==> src/rtl/rc_pkg.sv <==
// Shared reservoir-computer package: FSM state type, accumulator sizing and default parameters.
package rc_pkg;

  localparam int unsigned RC_N_NEURONS   = 20;
  localparam int unsigned RC_STATE_W     = 16;
  localparam int unsigned RC_WEIGHT_W    = 8;
  localparam int unsigned RC_OUT_W       = 16;
  localparam int unsigned RC_SHIFT       = 8;
  localparam int unsigned RC_EVAL_CYCLES = 65535;
  localparam int unsigned RC_ADDR_W      = 13;
  localparam int unsigned RC_ROM_DEPTH   = 8192;

  typedef enum logic [1:0] {
    ST_IDLE    = 2'd0,
    ST_CAPTURE = 2'd1,
    ST_MAC     = 2'd2,
    ST_HOLD    = 2'd3
  } rc_state_e;

  // Sum of N products of sw x ww bits never exceeds this width.
  function automatic int unsigned acc_w(input int unsigned sw, input int unsigned ww,
                                        input int unsigned n);
    return sw + ww + $clog2(n);
  endfunction

  localparam int unsigned RC_ACC_W = acc_w(RC_STATE_W, RC_WEIGHT_W, RC_N_NEURONS);

endpackage

==> src/rtl/rc_mac_unit.sv <==
// Registered multiply-accumulate with clear/enable and a shift + wrap/saturate result stage.
// Build macro RC_READOUT_SAT_EN selects saturation; default takes the low OUT_W bits.
module rc_mac_unit #(
  parameter int unsigned A_W   = 16,
  parameter int unsigned B_W   = 8,
  parameter int unsigned ACC_W = 29,
  parameter int unsigned OUT_W = 16,
  parameter int unsigned SHIFT = 8
) (
  input  logic             clk,
  input  logic             reset,
  input  logic             clr_i,
  input  logic             en_i,
  input  logic [A_W-1:0]   a_i,
  input  logic [B_W-1:0]   b_i,
  output logic [OUT_W-1:0] res_o
);

  localparam int unsigned PROD_W = A_W + B_W;

  logic [PROD_W-1:0] prod;
  logic [ACC_W-1:0]  acc_q, acc_d, shifted;
  logic [OUT_W-1:0]  res_q, res_d;

  always_comb begin
    prod    = PROD_W'(a_i) * PROD_W'(b_i);
    acc_d   = acc_q + ACC_W'(prod);
    shifted = acc_d >> SHIFT;
  end

`ifdef RC_READOUT_SAT_EN
  localparam int unsigned EXT_W = ACC_W + OUT_W;
  localparam logic [OUT_W-1:0] OUT_MAX = '1;
  assign res_d = (EXT_W'(shifted) > EXT_W'(OUT_MAX)) ? '1 : OUT_W'(shifted);
`else
  assign res_d = OUT_W'(shifted);
`endif

  // The result register tracks the running sum so it is final on the last MAC edge.
  always_ff @(posedge clk) begin
    if (reset || clr_i) begin
      acc_q <= '0;
      res_q <= '0;
    end else if (en_i) begin
      acc_q <= acc_d;
      res_q <= res_d;
    end
  end

  assign res_o = res_q;

endmodule

==> src/rtl/rc_readout_engine.sv <==
// Per-period input sample scheduling (ROM or external) and sequential weighted-sum readout.
// Build macro RC_READOUT_SAT_EN: saturate the readout instead of wrapping it.
module rc_readout_engine
  import rc_pkg::*;
#(
  parameter int unsigned N_NEURONS   = RC_N_NEURONS,
  parameter int unsigned STATE_W     = RC_STATE_W,
  parameter int unsigned WEIGHT_W    = RC_WEIGHT_W,
  parameter int unsigned OUT_W       = RC_OUT_W,
  parameter int unsigned SHIFT       = RC_SHIFT,
  parameter int unsigned EVAL_CYCLES = RC_EVAL_CYCLES,
  parameter int unsigned ADDR_W      = RC_ADDR_W,
  parameter int unsigned ROM_DEPTH   = RC_ROM_DEPTH
) (
  input  logic                         clk,
  input  logic                         reset,
  input  logic                         data_sel,
  input  logic                         training,
  input  logic [STATE_W-1:0]           ext_data,
  input  logic                         ext_valid,
  output logic [ADDR_W-1:0]            rom_addr,
  input  logic [STATE_W-1:0]           rom_data,
  output logic [STATE_W-1:0]           x_out,
  output logic                         x_valid,
  input  logic [N_NEURONS*STATE_W-1:0] state_in,
  input  logic                         w_we,
  input  logic [5:0]                   w_idx,
  input  logic [WEIGHT_W-1:0]          w_data,
  output logic                         w_ready,
  output logic [OUT_W-1:0]             y_out,
  output logic                         y_valid,
  input  logic                         y_ready,
  output logic                         overrun
);

  localparam int unsigned CNT_W = (EVAL_CYCLES > 1) ? $clog2(EVAL_CYCLES) : 1;
  localparam int unsigned IDX_W = $clog2(N_NEURONS);
  localparam int unsigned ACC_W = acc_w(STATE_W, WEIGHT_W, N_NEURONS);

  rc_state_e          state_q;
  logic [CNT_W-1:0]   cnt_q;
  logic [ADDR_W-1:0]  rom_addr_q;
  logic [STATE_W-1:0] sample_q, x_out_q;
  logic               x_valid_q;
  logic [STATE_W-1:0] snap_q [N_NEURONS];
  logic [WEIGHT_W-1:0] w_q   [N_NEURONS];
  logic [IDX_W-1:0]   idx_q;
  logic               y_valid_q, overrun_q, w_ready_q;
  logic               tick_c, w_wr_c;

  assign tick_c = (cnt_q == CNT_W'(EVAL_CYCLES - 1));
  assign w_wr_c = w_we && w_ready_q && (32'(w_idx) < N_NEURONS);

  // Evaluation period counter and input sample sourcing.
  always_ff @(posedge clk) begin
    if (reset) begin
      cnt_q      <= '0;
      rom_addr_q <= '0;
      sample_q   <= '0;
      x_out_q    <= '0;
      x_valid_q  <= 1'b0;
    end else begin
      cnt_q     <= tick_c ? '0 : cnt_q + CNT_W'(1);
      x_valid_q <= tick_c;
      if (ext_valid) sample_q <= ext_data;
      if (tick_c) begin
        x_out_q <= data_sel ? rom_data : sample_q;
        if (data_sel) begin
          rom_addr_q <= (rom_addr_q == ADDR_W'(ROM_DEPTH - 1)) ? '0 : rom_addr_q + ADDR_W'(1);
        end
      end
    end
  end

  // Weight register file and neuron state snapshot.
  always_ff @(posedge clk) begin
    if (reset) begin
      for (int unsigned i = 0; i < N_NEURONS; i++) begin
        w_q[i]    <= '0;
        snap_q[i] <= '0;
      end
    end else begin
      for (int unsigned i = 0; i < N_NEURONS; i++) begin
        if (w_wr_c && (w_idx == 6'(i))) w_q[i] <= w_data;
        if (state_q == ST_CAPTURE) snap_q[i] <= state_in[i*STATE_W +: STATE_W];
      end
    end
  end

  // Readout sequencer; a tick outside IDLE drops that period's readout.
  always_ff @(posedge clk) begin
    if (reset) begin
      state_q   <= ST_IDLE;
      idx_q     <= '0;
      y_valid_q <= 1'b0;
      overrun_q <= 1'b0;
      w_ready_q <= 1'b1;
    end else begin
      if (tick_c && (state_q != ST_IDLE)) overrun_q <= 1'b1;
      unique case (state_q)
        ST_IDLE: begin
          if (tick_c && !training) begin
            state_q   <= ST_CAPTURE;
            w_ready_q <= 1'b0;
          end
        end
        ST_CAPTURE: begin
          state_q <= ST_MAC;
          idx_q   <= '0;
        end
        ST_MAC: begin
          if (idx_q == IDX_W'(N_NEURONS - 1)) begin
            state_q   <= ST_HOLD;
            y_valid_q <= 1'b1;
          end else begin
            idx_q <= idx_q + IDX_W'(1);
          end
        end
        ST_HOLD: begin
          if (y_ready) begin
            state_q   <= ST_IDLE;
            y_valid_q <= 1'b0;
            w_ready_q <= 1'b1;
          end
        end
        default: state_q <= ST_IDLE;
      endcase
    end
  end

  rc_mac_unit #(
    .A_W  (STATE_W),
    .B_W  (WEIGHT_W),
    .ACC_W(ACC_W),
    .OUT_W(OUT_W),
    .SHIFT(SHIFT)
  ) u_mac (
    .clk  (clk),
    .reset(reset),
    .clr_i(state_q == ST_CAPTURE),
    .en_i (state_q == ST_MAC),
    .a_i  (snap_q[idx_q]),
    .b_i  (w_q[idx_q]),
    .res_o(y_out)
  );

  assign rom_addr = rom_addr_q;
  assign x_out    = x_out_q;
  assign x_valid  = x_valid_q;
  assign w_ready  = w_ready_q;
  assign y_valid  = y_valid_q;
  assign overrun  = overrun_q;

endmodule
==> config.mk <==
export PLATFORM = sky130hd
export DESIGN_NAME = rc_readout_engine
export DESIGN_NICKNAME = d
export VERILOG_FILES = /design/src/rtl/rc_pkg.sv /design/src/rtl/rc_mac_unit.sv /design/src/rtl/rc_readout_engine.sv
export SDC_FILE = /design/constraint.sdc
export NUM_CORES = 1
export LEC_CHECK = 0
export CORE_ASPECT_RATIO = 1.1
export CORE_MARGIN = 2
export CORE_UTILIZATION = 55
export CTS_CLUSTER_SIZE = 40
export DETAILED_ROUTE_END_ITERATION = 12
export GPL_TIMING_DRIVEN = 0
export HOLD_SLACK_MARGIN = 0.02
export PLACE_DENSITY_LB_ADDON = 0.08
export RECOVER_POWER = 100
export SLEW_MARGIN = 25
export SYNTH_ARGS = -nofsm -noshare
export SYNTH_HDL_FRONTEND = slang
export SYNTH_SLANG_ARGS = --single-unit
==> constraint.sdc <==
create_clock -name clk -period 17.15 [get_ports clk]
set_clock_uncertainty 0.2 [all_clocks]
set_input_delay 3.43 -clock clk [delete_from_list [all_inputs] [get_ports clk]]
set_output_delay 3.43 -clock clk [all_outputs]
set_load 0.005 [all_outputs]
==> results_dict.tcl <==
set metrics [dict create \
    synthTopCellsByArea "edfxtp_1 (48%), mux4_2 (8.9%), fa_1 (7.0%)" \
    synth_compound_area_frac 0.0379 \
    path_max_fanout 56 \
    insertion_delay_ns 0.62 \
    gr-total-overflow 0 \
    fin_crit_ns 10.84 \
    timing.rr.start "state_q[1]" \
    viasPerCell 5.79 \
    yosysTopAreaCell "edfxtp_1" \
    first_global_vias 21300 \
    startpoint "reset" \
    dp.cells 3544 \
    track_usage 0.319 \
    final_common_cell "edfxtp_1" \
    p_per_area_nw_per_um2 89.1 \
    drtAntennaViolNets 0 \
    synth_edf_count 480 \
    synthesis.instances 2384 \
    peakVddDrop_uv 57.4 \
    setup_viol 0 \
    hold_class "flop to flop" \
    fin_crit_sh 0.632 \
    netlist_area_um2 30300 \
    yosys_warnings 0 \
    outcome "finished, violations left" \
    ys_types 66 \
    synthXorXnorAreaFrac 0.00984 \
    synth_top_area_frac 0.476 \
    post_cts_buffers 0 \
    wl_per_cell_um 25.0 \
    start_kind "input port" \
    drive_gt1_frac 0.104 \
    syn_nets 2914 \
    worstSetupPathType "input port to flop" \
    routed_wl_um 91200 \
    p_leak_nw 13.7 \
    cts_resized 0 \
    critPathArrivalTime_ns 10.91 \
    seq_area_frac_synth 0.543 \
    fmax_ghz 0.0923 \
    hold_slack_ns 0.271 \
    clkSinkCount 581 \
    fin_setup_tns_ns 0 \
    pin_count 422 \
    layout_common_cells "edfxtp_1 (480), clkdlybuf4s50_1 (372), nor2_1 (316)" \
    finalNonFillerCells 3652 \
    ys.flop_type "edfxtp_1" \
    drv_cap 5 \
    dr_total_vias 21100 \
    nNetsFinal 3398 \
    worstMarginPinSlew_ns 3.00 \
    slew_headroom -0.998 \
    numCtsBuffers 58 \
    place.gp.congestion 0.928 \
    rsz0062_at_grt "no" \
    die_area_um2 56900 \
    synthAdderAreaFrac 0.0912 \
    drc_errors 0 \
    avgSynthCellArea_um2 12.7 \
    clock_tree.buffer_depth 3 \
    synthSimpleGateAreaFrac 0.151 \
    slew_violations 202 \
    cts_hold_buf 0 \
    clk_pin_slew_ns 0.06 \
    synthMuxAreaShare 0.119 \
    die_w_um 228 \
    violations "max-capacitance violations, max-slew violations" \
    core_area_um2 54600 \
    async_reset_ff_frac 0 \
    first_pass_iters 6 \
    area_growth_pct 23.0 \
    fp.dieH_um 250 \
    antenna_found_initial 8 \
    drtIter0Drc 2210 \
    finalHoldViolCount 0 \
    ys_ff_latch 581 \
    synth_top_family_by_area "simple AND/OR/NAND/NOR gates" \
    rows 90 \
    cts_tree "done" \
    clockRootBuffer "clkbuf_16" \
    io_buffers 417 \
    grt_pass1_wl_um 133000 \
    hp-start "overrun" \
    crit_required_ns 17.23 \
    cts_htree_levels 2 \
    grt_max_degree 57 \
    cp-end-kind "flop" \
    dp_hpwl_um 70200 \
    start_util 0.554 \
]
[worst max-delay path, cell delays in order]
cell and delay, ns:
clkbuf_1 0.38, nor2_1 0.32, inv_1 0.14, clkbuf_1 0.37, clkbuf_1 0.48, clkbuf_1 1.09, clkbuf_1 2.03, clkbuf_1 2.24
buf_16 0.32
[stage by stage]
stage	cell area (um^2)	power, mW	utilization	setup slack [ns]
after CTS	37400	3.33	0.685	9.43
after global routing	37300	3.43	0.682	5.71
after global placement	35400	2.10	0.648	-1.23
after detailed placement	35600	2.10	0.651	9.44
final	37300	3.32	0.682	6.31
after floorplan	30300	1.91	-	2.90
[metal layers]
layer | wire [um] | part of all wire | track usage | up-vias
li1 | - | - | - | 9259
met1 | 34700 | 0.38 | 0.425 | 10700
met2 | 45800 | 0.50 | 0.539 | 1081
met3 | 8220 | 0.090 | 0.0605 | 147
met4 | 2400 | 0.026 | 0.0870 | 6
met5 | 41 | 0.00045 | 0 | -
[final cells by class]
| cell class | count | area [um^2] |
|---|---|---|
| clock buffers | 74 | 1520 |
| clock inverters | 31 | 309 |
| flip-flops and latches | 581 | 16400 |
| fillers | 3996 | 17400 |
| repair buffers | 424 | 4250 |
| well taps | 736 | 921 |
| plain buffers | 149 | 719 |
| diodes | 3 | 7.51 |
| inverters | 194 | 728 |
| multi-input cells | 1460 | 12400 |
[kinds of logic (layout without fill, tap and decap cells)]
kind of cell	count (synthesis)	count (layout)
XOR/XNOR	34	34
AO/OA/AOI/OAI	169	169
buffers and inverters	343	872
flip-flops	581	581
multiplexers	211	211
adder cells (fa/ha/maj)	157	157
AND/OR/NAND/NOR	889	889
other	0	3
[synth_stat cells (4+ instances only)]
cell / number
edfxtp_1: 480
nor2_1: 316
and2_1: 291
inv_1: 193
mux4_2: 120
fa_1: 106
dfxtp_1: 101
mux2i_1: 88
nand2_1: 86
clkbuf_1: 82
ha_1: 51
nor2b_1: 48
a21oi_1: 40
nand3_1: 34
buf_4: 33
buf_2: 24
o22ai_1: 21
a21oi_2: 20
a211oi_1: 19
nand2b_1: 19
nor3_1: 18
nand4_1: 17
o21ai_0: 17
xnor2_1: 17
xor2_1: 17
or2_2: 16
a21o_1: 11
and3_1: 8
buf_1: 8
o211ai_1: 7
or3_1: 7
and4_1: 6
nor3b_1: 6
nand3b_1: 5
a32oi_1: 4
o21ai_1: 4
[sequential cells by signal, summed over array words and instances, names as in the netlist, named ones only]
signal / cells
sample_q: 16
snap_q: 320
w_q: 160
y_valid: 1
x_valid: 1
cnt_q: 16
w_ready: 1
state_q: 2
overrun: 1
u_mac.res_o: 15
u_mac.acc_q: 9
idx_q: 5
x_out: 16
rom_addr: 13
[report_power, final]
| part | internal (mW) | total (mW) | leakage (nW) | switching (mW) |
|---|---|---|---|---|
| Sequential | 1.58 | 1.60 | 5.51 | 0.0185 |
| Combinational | 0.208 | 0.468 | 7.30 | 0.260 |
| Clock | 0.701 | 1.25 | 0.880 | 0.549 |
[worst paths after layout]
check                           slack [ns]            end  depth (start not counted)
worst max-delay path                  6.31  snap_q[11][2]                          9
worst min-delay path                  0.27        overrun                          1
worst min register to register        0.27        overrun                          1
worst max register to register        8.83  snap_q[11][2]                         10
(Power assumes the default switching activity.)
